`src/rtl/piezo_tune_seq.sv`:
```
// rtl/piezo_tune_seq.sv - six-note piezo tune sequencer with tick timing, repeat count and inter-tune gap
module piezo_tune_seq #(
  parameter int TICK_CYCLES = 500000,
  parameter int GAP_TICKS   = 100
) (
  input  logic        clk,
  input  logic        rst_n,
  input  logic        start,
  input  logic        stop,
  input  logic [3:0]  repeat_cnt,
  output logic        tone_en,
  output logic [14:0] note_per,
  output logic        clr,
  output logic        busy,
  output logic        done,
  output logic [2:0]  note_idx,
  output logic [2:0]  state
);

  localparam int TW = (TICK_CYCLES > 1) ? $clog2(TICK_CYCLES) : 1;

  typedef enum logic [2:0] {
    IDLE = 3'b001,
    PLAY = 3'b010,
    GAP  = 3'b100
  } state_t;

  state_t          st;
  logic [TW-1:0]   tick_cnt;
  logic [7:0]      dur_cnt;
  logic [3:0]      reps_left;
  logic            loop_mode;
  logic            tick_last;
  logic            note_end;
  logic            gap_end;

  function automatic logic [14:0] rom_per(input logic [2:0] i);
    case (i)
      3'd0:    rom_per = 15'd31888;
      3'd1:    rom_per = 15'd23889;
      3'd2:    rom_per = 15'd18961;
      3'd3:    rom_per = 15'd15944;
      3'd4:    rom_per = 15'd18961;
      3'd5:    rom_per = 15'd15944;
      default: rom_per = 15'd0;
    endcase
  endfunction

  function automatic logic [7:0] rom_ticks(input logic [2:0] i);
    case (i)
      3'd0, 3'd1, 3'd2: rom_ticks = 8'd30;
      3'd3:             rom_ticks = 8'd60;
      3'd4:             rom_ticks = 8'd15;
      3'd5:             rom_ticks = 8'd90;
      default:          rom_ticks = 8'd1;
    endcase
  endfunction

  // Counters are zero on every clr cycle, so the last cycle of a note is tick=max, dur=ticks-1.
  assign tick_last = (tick_cnt == TW'(TICK_CYCLES - 1));
  assign note_end  = tick_last && (dur_cnt == rom_ticks(note_idx) - 8'd1);
  assign gap_end   = tick_last && (dur_cnt == 8'(GAP_TICKS - 1));
  assign state     = st;
  assign busy      = (st != IDLE);

  always_ff @(posedge clk) begin
    if (!rst_n || stop) begin
      st        <= IDLE;
      tone_en   <= 1'b0;
      note_per  <= 15'd0;
      clr       <= 1'b0;
      done      <= 1'b0;
      note_idx  <= 3'd0;
      tick_cnt  <= '0;
      dur_cnt   <= 8'd0;
      reps_left <= 4'd0;
      loop_mode <= 1'b0;
    end else begin
      clr  <= 1'b0;
      done <= 1'b0;
      if (tick_last) begin
        tick_cnt <= '0;
        dur_cnt  <= dur_cnt + 8'd1;
      end else begin
        tick_cnt <= tick_cnt + TW'(1);
      end
      case (st)
        IDLE: begin
          tick_cnt <= '0;
          dur_cnt  <= 8'd0;
          if (start) begin
            st        <= PLAY;
            note_idx  <= 3'd0;
            note_per  <= rom_per(3'd0);
            tone_en   <= 1'b1;
            clr       <= 1'b1;
            reps_left <= repeat_cnt;
            loop_mode <= (repeat_cnt == 4'd0);
          end
        end
        PLAY: begin
          if (note_end) begin
            tick_cnt <= '0;
            dur_cnt  <= 8'd0;
            if (note_idx != 3'd5) begin
              note_idx <= note_idx + 3'd1;
              note_per <= rom_per(note_idx + 3'd1);
              clr      <= 1'b1;
            end else if (loop_mode || reps_left > 4'd1) begin
              if (!loop_mode)
                reps_left <= reps_left - 4'd1;
              st       <= GAP;
              tone_en  <= 1'b0;
              note_per <= 15'd0;
              note_idx <= 3'd0;
            end else begin
              st       <= IDLE;
              done     <= 1'b1;
              tone_en  <= 1'b0;
              note_per <= 15'd0;
              note_idx <= 3'd0;
            end
          end
        end
        GAP: begin
          if (gap_end) begin
            st       <= PLAY;
            tick_cnt <= '0;
            dur_cnt  <= 8'd0;
            note_idx <= 3'd0;
            note_per <= rom_per(3'd0);
            tone_en  <= 1'b1;
            clr      <= 1'b1;
          end
        end
        default: begin
          st       <= IDLE;
          tone_en  <= 1'b0;
          note_per <= 15'd0;
          note_idx <= 3'd0;
          tick_cnt <= '0;
          dur_cnt  <= 8'd0;
        end
      endcase
    end
  end

endmodule

```
`config.mk`:
```
export PLATFORM = sky130hd
export DESIGN_NAME = piezo_tune_seq
export DESIGN_NICKNAME = d
export VERILOG_FILES = /design/src/rtl/piezo_tune_seq.sv
export SDC_FILE = /design/constraint.sdc
export NUM_CORES = 1
export LEC_CHECK = 0
export BUFFER_PORTS_ARGS = -buffer_cell sky130_fd_sc_hd__buf_2
export CORE_MARGIN = 1.5
export CORE_UTILIZATION = 50
export DETAILED_ROUTE_END_ITERATION = 10
export HOLD_SLACK_MARGIN = 0.06
export PLACE_DENSITY_LB_ADDON = 0.1
export SLEW_MARGIN = 20
export SYNTH_ARGS = -nofsm -noshare
export SYNTH_HDL_FRONTEND = slang
export SYNTH_SLANG_ARGS = --single-unit
```
`constraint.sdc`:
```
create_clock -name clk -period 3.78 [get_ports clk]
set_input_delay 0.378 -clock clk [delete_from_list [all_inputs] [get_ports clk]]
set_output_delay 0.378 -clock clk [all_outputs]
set_load 0.02 [all_outputs]
```
**Word level (Yosys, flattened, before mapping)**

Index checks and enable logic that the tools add are counted.
Widths: inputs -> output; s select.

- Input bits: 8
- Output and inout bits: 25
- Register bits after elaboration: 56

- Bitwise operators: 2
- Muxes and demuxes: 43
- Add/sub/neg operators: 5
- Magnitude comparators: 1
- Eq/ne operators: 24
- Reductions and logical operators: 17

Operators with widths:

| cell | count |
|---|---|
| $mux 15 | 4 |
| $pmux 15 s4 | 1 |
| $mux 19 | 3 |
| $pmux 15 s3 | 1 |
| $pmux 19 s2 | 1 |
| $pmux 7 s4 | 1 |
| $mux 3 | 9 |
| $mux 8 | 3 |
| $mux 4 | 5 |
| $add 19x1->19 const B | 1 |
| $eq 19x19->1 const B | 1 |
| $pmux 3 s3 | 2 |
| $pmux 8 s2 | 1 |
| $eq 3x2->1 const B | 5 |
| $eq 3x3->1 const B | 5 |
| $ne 2x2->1 const B | 6 |
| $eq 3x1->1 const B | 3 |
| $mux 1 | 9 |
| $add 8x1->8 const B | 1 |
| $eq 8x7->1 const B | 1 |
| $eq 8x8->1 | 1 |
| $pmux 4 s2 | 1 |
| $sub 8x1->8 const B | 1 |
| $logic_not 3->1 | 2 |
| 19 further kinds | 24 |

**Depth between registers and ports, before layout**

Gate-level depths: netlist of the first run.

- Depth after elaboration: 8
- Gate-level depth with buffers: 15
- Gate-level depth less buffers: 11

**Least setup slack after synthesis of the first run**

OpenSTA, ideal clock, no wires.

- Path type: flip-flop to flip-flop
- Start: register note_idx[0]
- End: register note_per[8]
- Period minus slack after synthesis: 3594 ps
- Arrival: 3477 ps
- Path slack: 186 ps
- Cell stages (with the launch flop): 15
- Setup time: 117 ps
- Required time: 3663 ps
- Cell sequence: dfxtp_1 -> clkbuf_1 -> clkbuf_1 -> and2_1 -> ha_1 -> clkbuf_1 -> nand2_1 -> nand3_1 -> ha_1 -> xnor2_1 -> nor3_1 -> o2111ai_1 -> o31ai_1 -> nand2_1 -> a32o_1

- Cells in the longest elaborated chain, start to end: 8
- Elaborated cells on any way between the ends: 27

Ends and longest elaborated chain:

| what | RTL line | text |
|---|---|---|
| start: declaration | 16 | `output logic [2:0] note_idx,` |
| start signal: assignment | 106 | `note_idx <= note_idx + 3'd1;` |
| $eq 3x1->1 (tied with other cells) | 50 | `case (i)` |
| $reduce_or 3->1 | 50 |  |
| $pmux 7 s4 | 50 |  |
| $sub 8x1->8 | 61 | `assign note_end = tick_last && (dur_cnt == rom_ticks(note_idx) - 8'd1);` |
| $eq 8x8->1 | 61 |  |
| $logic_and 1x1->1 | 61 |  |
| $ne 2x2->1 (no source line) | -- |  |
| $reduce_and 3->1 (no source line) | -- |  |
| end signal: assignment | 94 | `note_per <= rom_per(3'd0);` |
| end signal: assignment | 107 | `note_per <= rom_per(note_idx + 3'd1);` |
| end signal: assignment | 131 | `note_per <= rom_per(3'd0);` |
| end: declaration | 12 | `output logic [14:0] note_per,` |

Several ways; a longest one is shown, not always the timed one. The select of a mux whose other input is x is not followed.
A chain may end at the register's enable or synchronous reset.

**Final worst setup path of the first run**

- Start: register note_idx[2]
- End: register dur_cnt[1]

- Cells in the longest elaborated chain, start to end: 8
- Elaborated cells on any way between the ends: 13

Ends and longest elaborated chain:

| what | RTL line | text |
|---|---|---|
| $eq 3x1->1 (tied with other cells) | 50 |  |
| $reduce_or 3->1 | 50 |  |
| $pmux 7 s4 (*) | 50 |  |
| $sub 8x1->8 (*) | 61 |  |
| $eq 8x8->1 (*) | 61 |  |
| $logic_and 1x1->1 (*) | 61 |  |
| $mux 8 (*) | 102 | `if (note_end) begin` |
| $pmux 8 s2 (*) | 87 | `case (st)` |
| end signal: assignment | 83 | `dur_cnt <= dur_cnt + 8'd1;` |
| end: declaration | 30 | `logic [7:0] dur_cnt;` |

Mark *: on every way between the ends. The rest lies on a longest branch, timed or not.

==> results of run 1 <==
-- per-stage QoR --
step                      cells  area, um^2   util
final                       453        3210  0.576
after global routing        453        3210  0.576
after CTS                   453        3210  0.576
after detailed placement    446        3120  0.560
after global placement      446        3120  0.560
after floorplan             357        2930      -
-- cells by family after synthesis --
| logic type | after synthesis |
|---|---|
| AOI/OAI and AO/OA | 71 |
| xor gates and xnor gates | 31 |
| adders and majority gates | 7 |
| buffers and inverters | 28 |
| DFF | 51 |
| muxes | 3 |
| other | 1 |
| and+or+nand+nor | 163 |
-- cell type report --
class | count | area, um^2
inverter | 10 | 37.5
clock buffer | 6 | 82.6
multi-input combinational | 278 | 1780
fill | 508 | 2360
timing repair buffer | 35 | 190
clock inverter | 1 | 5.00
sequential | 51 | 1020
tap | 72 | 90.1
-- power by group --
| part | leakage [nW] | switching, mW | total, mW | internal [mW] |
|---|---|---|---|---|
| registers | 0.413 | 0.00730 | 0.553 | 0.545 |
| logic | 0.698 | 0.0612 | 0.0940 | 0.0328 |
| clock network | 0.0470 | 0.170 | 0.314 | 0.144 |
-- layout by cell type (no fill, tap or decap), types with 6 or more instances in the layout --
master,synthesis,final
nand2b_1,6,6
buf_4,5,6
a21oi_1,18,18
nor2_1,41,41
nor4_1,6,6
nand3_1,13,13
clkbuf_8,0,6
buf_2,2,29
dfxtp_1,51,51
nand4_1,10,10
or3_1,6,6
o21ai_0,17,17
nor3_1,16,16
xor2_1,16,16
inv_1,10,10
nand2_1,23,23
ha_1,7,7
xnor2_1,15,15
-- sequential cells by signal, indices dropped and copies added (netlist names) --
signal	flops
clr	1
done	1
tick_cnt	19
dur_cnt	8
reps_left	4
note_idx	3
note_per	10
loop_mode	1
tone_en	1
state	3
-- final timing paths --
kind	endpoint	slack, ps	depth (start not counted)
worst max-delay path	dur_cnt[1]$_SDFF_PP0_	630	12
worst min register to register	tick_cnt[0]$_SDFF_PP0_	470	1
worst min-delay path	reps_left[1]$_SDFFE_PP0P_	450	3
worst max register to register	dur_cnt[1]$_SDFF_PP0_	630	12
-- metal layers --
layer	vias to the layer above	wire (um)
li1	1333	-
met1	1221	3430
met2	64	2900
met3	7	324
met4	0	79
met5	-	0
-- critical path, cell delays in order (launching register included) --
cell and delay, ps:
dfxtp_1 520, inv_1 150, ha_1 320, nand2_1 120, nand3_1 80, ha_1 310, xnor2_1 130, nor3_1 250
o2111a_1 260, a31oi_1 90, buf_4 190, o21bai_1 500, nor2_1 110
==> results.md, run 1 <==
- The run finished with clean final reports.
- The quantity of I/O buffers inserted on ports is 29.
- The count of flip-flops with a built-in enable after synthesis is 0.
- The worst setup path is launched from a flop.
- The smallest clock period supported by the final layout is computed as 3150 ps.
- Headroom to the max-slew limit came out at 0.469.
- The number of failing hold endpoints at the final stage is 0.
- At the worst endpoint, the arrival time is 3320 ps.
- The worst endpoint required time is 3950 ps.
- The clock arrives with 8.08 ps of skew.
- STA classifies the critical path endpoint as a flop.
- The via count normalized by instance count is 5.79.
- The number of vias after detailed routing is 2625.
- The final setup violation count is 0.
- The leakage dissipation is 1.16 nW.
- After clock tree synthesis, the clock-pin slew on the worst setup and hold paths is 90 ps.
- The floorplan step set the die height to 79.5 um.
- The number of standard-cell rows in the floorplan is 27.
- The number of clock buffers inserted by TritonCTS is 5.
- The final count of pins violating max slew is 0.
- CTS built an H-tree with a depth of 2.
- The die covers 0.00631 mm^2.
- The residual antenna-violating net count after detailed routing is 0.
- The library cell occupying the most area in the post-synthesis netlist is dfxtp_1.
- Power spread over the standard cell area amounts to 299 mW/mm^2.
- In the final layout, the share of cells above drive strength 1 is 0.157.
- The number of DRC violations after detailed-routing iteration 0 is 148.
- The origin of the worst setup path is note_idx[2]$_SDFFE_PP0P_.
- The overall routing resource usage is 0.223.
- The post-synthesis average cell area is 8.23 um^2.
- The via count of the first global-routing pass is 2284.
- The placed wire-length estimate is 5.01 mm.
- The synthesized instance count is 355.
- For this run, asynchronously set or reset flops after synthesis account for 0.
- Summed over all failing endpoints, the final setup total negative slack is 0 ps.
- The share of synthesized cell area in full adder, half adder and majority cells is 0.0300.
- Of the post-synthesis cell area, the dominant cell type holds 0.349.
- The share of synthesized area spent on multiplexers is 0.0103.
- The achievable frequency is 0.317 GHz.
- The top-level I/O count is 33.
- The origin of the critical flop-to-flop path is note_idx[2]$_SDFFE_PP0P_.
- The flip-flop and latch count after synthesis is 51.
- 0 antenna diodes ended up in the layout.
- VDD sags by at most 0.209 mV.
- The iteration count of the initial detailed-routing pass is 5.
- By count the netlist is led by dfxtp_1, nor2_1, nand2_1.
- Counting along the longest clock path gives a buffer depth of 2.
- The maximum fanout along the worst path is 14.
- The global routing usage on met3 is 0.0343.
- The final layout contains 396 nets.
- The first global-routing pass estimated 11.1 mm of wire.
- Yosys instantiated no cell more often than dfxtp_1.
- Clock tree synthesis found a total of 51 sinks.
- Entering global routing, the biggest net connects 20 pins.
- The worst path meets setup with 626 ps of slack.
- The number of setup buffers added after CTS is 0.
- Hold repair after CTS inserted 0 buffers.
- The slew of the pin with the lowest slew margin is 791 ps.
- From synthesis to final layout, the design area changed by 9.80%.
- Of the synthesized area, sequential elements account for 0.349.
- The global-route congestion overflow total is 0.
- The placer congestion estimate is 0.886.
- The cell sitting at the root of the clock tree is a clkbuf_8.
- The max capacitance violation total is 0.
- The type of the worst setup path is reg2reg.
- The die is 79.5 um wide.
- For this run, global-route usage on met2 was measured as 0.331.
- The global-route met1 utilization is 0.328.
- In this run the worst hold path is classified as in2reg.
- Yosys printed 0 warnings.
- The worst hold slack after final layout is 445 ps.
- The routed design has 6.74 mm of wire.
- The compound-cell area share of the yosys netlist is 0.166.
- The TritonCTS clock tree is yes.
- Ranked by total cell area, the synthesized netlist is headed by dfxtp_1, nor2_1, xor2_1.
- Setup repair after global routing left no endpoint under its margin.
- The most used routing layer is met2.
- The initial antenna violation count is 0.
- Among all flip-flop cells after synthesis, the most frequent one is dfxtp_1.
- OpenSTA, run right after detailed placement, puts the worst setup slack at 646 ps.
- The xor and xnor area share after synthesis is 0.0929.
- The initial utilization of the core area, before any placement, comes to 0.524.
- The core region is 0.00557 mm^2.
- Dividing the final minimum period by the clock period gives 0.834.
- Summing internal, switching and leakage power gives 0.961 mW.
- By area, the combinational part of the netlist is dominated by simple AND/OR/NAND/NOR gates.
- For this run, design rule violations remaining after detail routing come to 0.
- After clock tree synthesis, the repair step resized 0 gates.
- The post-synthesis instance area is 0.00292 mm^2.
- The count of distinct cell types in the synthesized netlist is 56.
- The worst hold path begins at repeat_cnt[1].
- In the final routed layout, each cell accounts on average for 14.9 um.
- For the worst-skew pair, the clock arrives at the later sink with an insertion delay of 300 ps.
- Of the total synthesized cell area, the portion taken by AND, OR, NAND and NOR gates is 0.307.
No activity file was read; power rests on OpenSTA's default activity.
==> run 2, diff against run 1 <==
--- a/config.mk
+++ b/config.mk
@@ -5,6 +5,7 @@
 export SDC_FILE = /design/constraint.sdc
 export NUM_CORES = 1
 export LEC_CHECK = 0
+export ABC_AREA = 1
 export BUFFER_PORTS_ARGS = -buffer_cell sky130_fd_sc_hd__buf_2
 export CORE_MARGIN = 1.5
 export CORE_UTILIZATION = 50
==> constraint.sdc (replaced) <==
create_clock -name clk -period 2.7 [get_ports clk]
set_input_delay 0.27 -clock clk [delete_from_list [all_inputs] [get_ports clk]]
set_output_delay 0.27 -clock clk [all_outputs]
set_load 0.02 [all_outputs]
==> run 2 against run 1 <==
Die area shrank 1.4%. Register-to-register slack lost 440 ps. Core utilization grew 1.8 points. Sequential power grew 41%. Clock-buffer cell count shrank 1. Worst hold slack lost 160 ps.
==> results.md, run 2 <==
- The number of failing hold endpoints at the final stage was 0.
- After clock tree synthesis, the clock-pin slew on the worst setup and hold paths is 100 ps.
- On the final layout, the worst clock skew is 14.5 ps.
- Of the cells placed in the final design, the portion with a size suffix greater than 1 is 0.160.
- The yosys synthesis warning count is 0.
- The CTS H-tree depth is 2.
- Along the worst path, the maximum fanout reaches 7.
- The global-route congestion overflow total is 0.
- The area of the core is 0.00554 mm^2.
- On the final layout, the worst hold slack is 289 ps.
- The wire length of the first global-routing pass is 10.9 mm.
- The count of flip-flops with a built-in enable after synthesis is 0.
- The placed wire-length estimate is 4.73 mm.
- The residual antenna-violating net count after detailed routing is 0.
- The count of distinct cell types in the synthesized netlist is 36.
- The number of DRC violations after detailed-routing iteration 0 is 96.
- The final design area excluding fillers is 0.00329 mm^2.
- The initial antenna violation count is 0.
- For hold timing, the worst endpoint is loop_mode$_SDFFE_PP0P_.
- The number of cells on the worst hold path is 4.
- TritonCTS built the clock tree.
- The net count of the finished layout is 482.
- The overall routing resource usage is 0.217.
- The slack of the worst reg-to-reg path is 180 ps.
- The iteration count of the initial detailed-routing pass is 4.
- By area the synthesized netlist is led by dfxtp_1, nand2_1, nor2_1.
- Setup slack closes at 184 ps.
- At the end of routability-driven placement, the weighted congestion stood at 0.895.
- The number of clock buffers inserted by TritonCTS is 5.
- The layout-stage area growth over the synthesis result is 14.3%.
- The cell count after placement is 525.
- The worst endpoint required time is 2940 ps.
- OpenSTA, run right after detailed placement, puts the worst setup slack at 93.2 ps.
- The largest single stage delay on the critical path is 320 ps.
- Ranked by instance count, the synthesized netlist is headed by nand2_1, nor2_1, inv_1.
- The kind of start point of the critical path is a flop.
- The most frequent standard cell in the layout excluding fill and tap cells is nand2_1.
- The register with the highest flop count is tick_cnt.
- The final count of pins violating max slew came to 0.
- In this run the critical register-to-register path is launched from note_idx[1]$_SDFFE_PP0P_.
- The post-synthesis average cell area is 6.76 um^2.
- The capturing point of the worst reg2reg path is note_idx[0]$_SDFFE_PP0P_.
- The startpoint identified for the worst hold timing path is repeat_cnt[3].
- Data on the critical path arrives at its endpoint at 2760 ps.
- Entering global routing, the biggest net connects 19 pins.
- The fraction of registers with async set/reset is 0.
- Walking the worst path, the cells encountered are nand2_1 -> inv_2 -> ha_2 -> inv_1 -> nand3_2 -> nand2_2 -> inv_1 -> ha_1 -> xnor2_1 -> nor2_1 -> nand3_1 -> nor2_2 -> nand3_4 -> nand2_8 -> buf_4 -> nand4_1 -> a21oi_1.
- The die span in x is 78.9 um.
- The final standard cell count with taps included and fillers excluded is 540.
- The post-synthesis sequential area ratio is 0.355.
- The slowest stage of the critical path belongs to the cell dfxtp_1.
- The initial utilization of the core area, before any placement, comes to 0.520.
- The detailed router placed 2761 vias in this run.
- In this run the vertical extent of the chip is 78.9 um.
- The most frequently used cell type in the post-synthesis netlist is nand2_1.
- The cell chosen for the clock root is clkbuf_8.
- The count of hold-fix buffers inserted at cts is 0.
- The worst ir drop on vdd is 0.294 mV.
- The average wire per standard cell is 11.8 um.
- Clock tree synthesis found a total of 51 sinks.
- The leading register cell type out of synthesis is dfxtp_1.
- The leakage dissipation is 1.37 nW.
- The number of flip-flops under the largest register name is 19.
- The cell family contributing the most delay on the critical path is simple AND/OR/NAND/NOR gates.
- For this block, the routed nets add up to 6.35 mm of wire.
- Clock latency on the worst-skew pair, taken at its later pin, is 310 ps.
- In the routed layout, each cell is associated on average with a via count of 5.11.
- For this run, the top clock speed supported by timing is 0.397 GHz.
- The library cell occupying the most area in the post-synthesis netlist is dfxtp_1.
- The via count of the first global-routing pass was 2566.
- The worst register-to-register path has a depth of 17.
- In this design, the critical path's most frequently occurring cell is inv_1.
- Synthesis produced a netlist whose cell count is 426.
- The relative slew slack is 0.551.
- The top-level I/O count is 33.
- Row generation in the floorplan step produced 27 rows.
- The routed design could run at a clock period as short as 2520 ps.
- The floorplan die area is 0.00622 mm^2.
- The post-synthesis instance area is 0.00288 mm^2.
- The number of buffers on the longest clock path is 2.
- The final setup violation count is 0.
- The share of the clock period used by the worst path after layout is 0.932.
- The flip-flop and latch count after synthesis is 51.
- The run finished with clean final reports.
- The quantity of I/O buffers inserted on ports is 29.
- The power per cell area is 441 mW/mm^2.
- After detailed routing, the number of remaining DRC violations is 0.
- The endpoint type of the worst setup path is a flop.
- Counting both buffers and inverters, the worst setup path holds a total of 4.
- The type of the worst setup path is reg2reg.
- 0 antenna diodes ended up in the layout.
- In this run the worst hold path is classified as in2reg.
- The largest registers in the layout are tick_cnt (19), note_per (10), dur_cnt (8).
- The library cells used most frequently in the layout, excluding fill and tap cells, are nand2_1, nor2_1, inv_1.
- The placed instance area is 0.00310 mm^2.
- Max-cap violations in this run came to 0.
- The area share of the largest cell type after synthesis is 0.355.
- For the pin with the worst max-slew slack, the measured transition is 671 ps.
## run 2: worst max-delay path by stage
| stage | start | endpoint | cells after the start |
|---|---|---|---|
| 6_report | note_idx[1]$_SDFFE_PP0P_ | note_idx[0]$_SDFFE_PP0P_ | 17 |
| 3_5_place_dp | note_idx[1]$_SDFFE_PP0P_ | dur_cnt[5]$_SDFF_PP0_ | 17 |
| 3_3_place_gp | note_idx[1]$_SDFFE_PP0P_ | dur_cnt[6]$_SDFF_PP0_ | 17 |
| 5_1_grt | note_idx[2]$_SDFFE_PP0P_ | note_per[0]$_SDFFE_PP0P_ | 17 |
| 2_1_floorplan | note_idx[2]$_SDFFE_PP0P_ | note_per[4]$_SDFFE_PP0P_ | 17 |
| 4_1_cts | note_idx[1]$_SDFFE_PP0P_ | dur_cnt[5]$_SDFF_PP0_ | 17 |
## run 2: through the flow
step | TNS [ps] | total power [mW] | util
6_report | 0 | 1.45 | 0.594
5_1_grt | -17.8 | 1.53 | 0.594
3_3_place_gp | 0 | 1.00 | 0.560
4_1_cts | 0 | 1.46 | 0.576
2_1_floorplan | 0 | 0.959 | -
3_5_place_dp | 0 | 1.01 | 0.560
## run 2: cell type report
class	instances	area, um^2
Fill cell	554	2250
Multi-Input combinational cell	304	1600
Sequential cell	51	1020
Timing Repair Buffer	44	258
Inverter	61	229
Tap cell	72	90.1
Clock buffer	5	68.8
Clock inverter	3	18.8
## run 2: timing repair
| item | CTS | global route |
|---|---|---|
| gates resized for setup | 0 | 12 |
| setup endpoints to repair | 0 | 29 |
| setup buffers | 0 | 5 |
## run 2: layer usage
| layer | up-vias | global-route usage | wire length (um) |
|---|---|---|---|
| met5 | - | 0 | 0 |
| met4 | 0 | 0.0807 | 115 |
| met3 | 12 | 0.0448 | 236 |
| met2 | 50 | 0.381 | 3140 |
| met1 | 1233 | 0.260 | 2860 |
| li1 | 1466 | - | - |
## run 2: power by group
part	leakage (nW)	internal, mW	switching (mW)
clock network	0.0483	0.183	0.267
logic	0.910	0.0758	0.142
registers	0.413	0.769	0.0128
## run 2: logic make-up (layout without fill, tap and decap cells)
logic type | Yosys count | in the layout | share of synthesized area
compound gates | 50 | 50 | 0.0961
xor+xnor | 16 | 16 | 0.0487
fa+ha+maj | 7 | 7 | 0.0304
buf+inv | 75 | 113 | 0.112
flops | 51 | 51 | 0.355
other cells | 1 | 3 | 0.00130
simple gates | 226 | 228 | 0.357
## run 2: worst min-delay path, stage by stage
cell and delay, ps:
buf_2 70, inv_1 50, a21oi_1 120, nor3_1 50
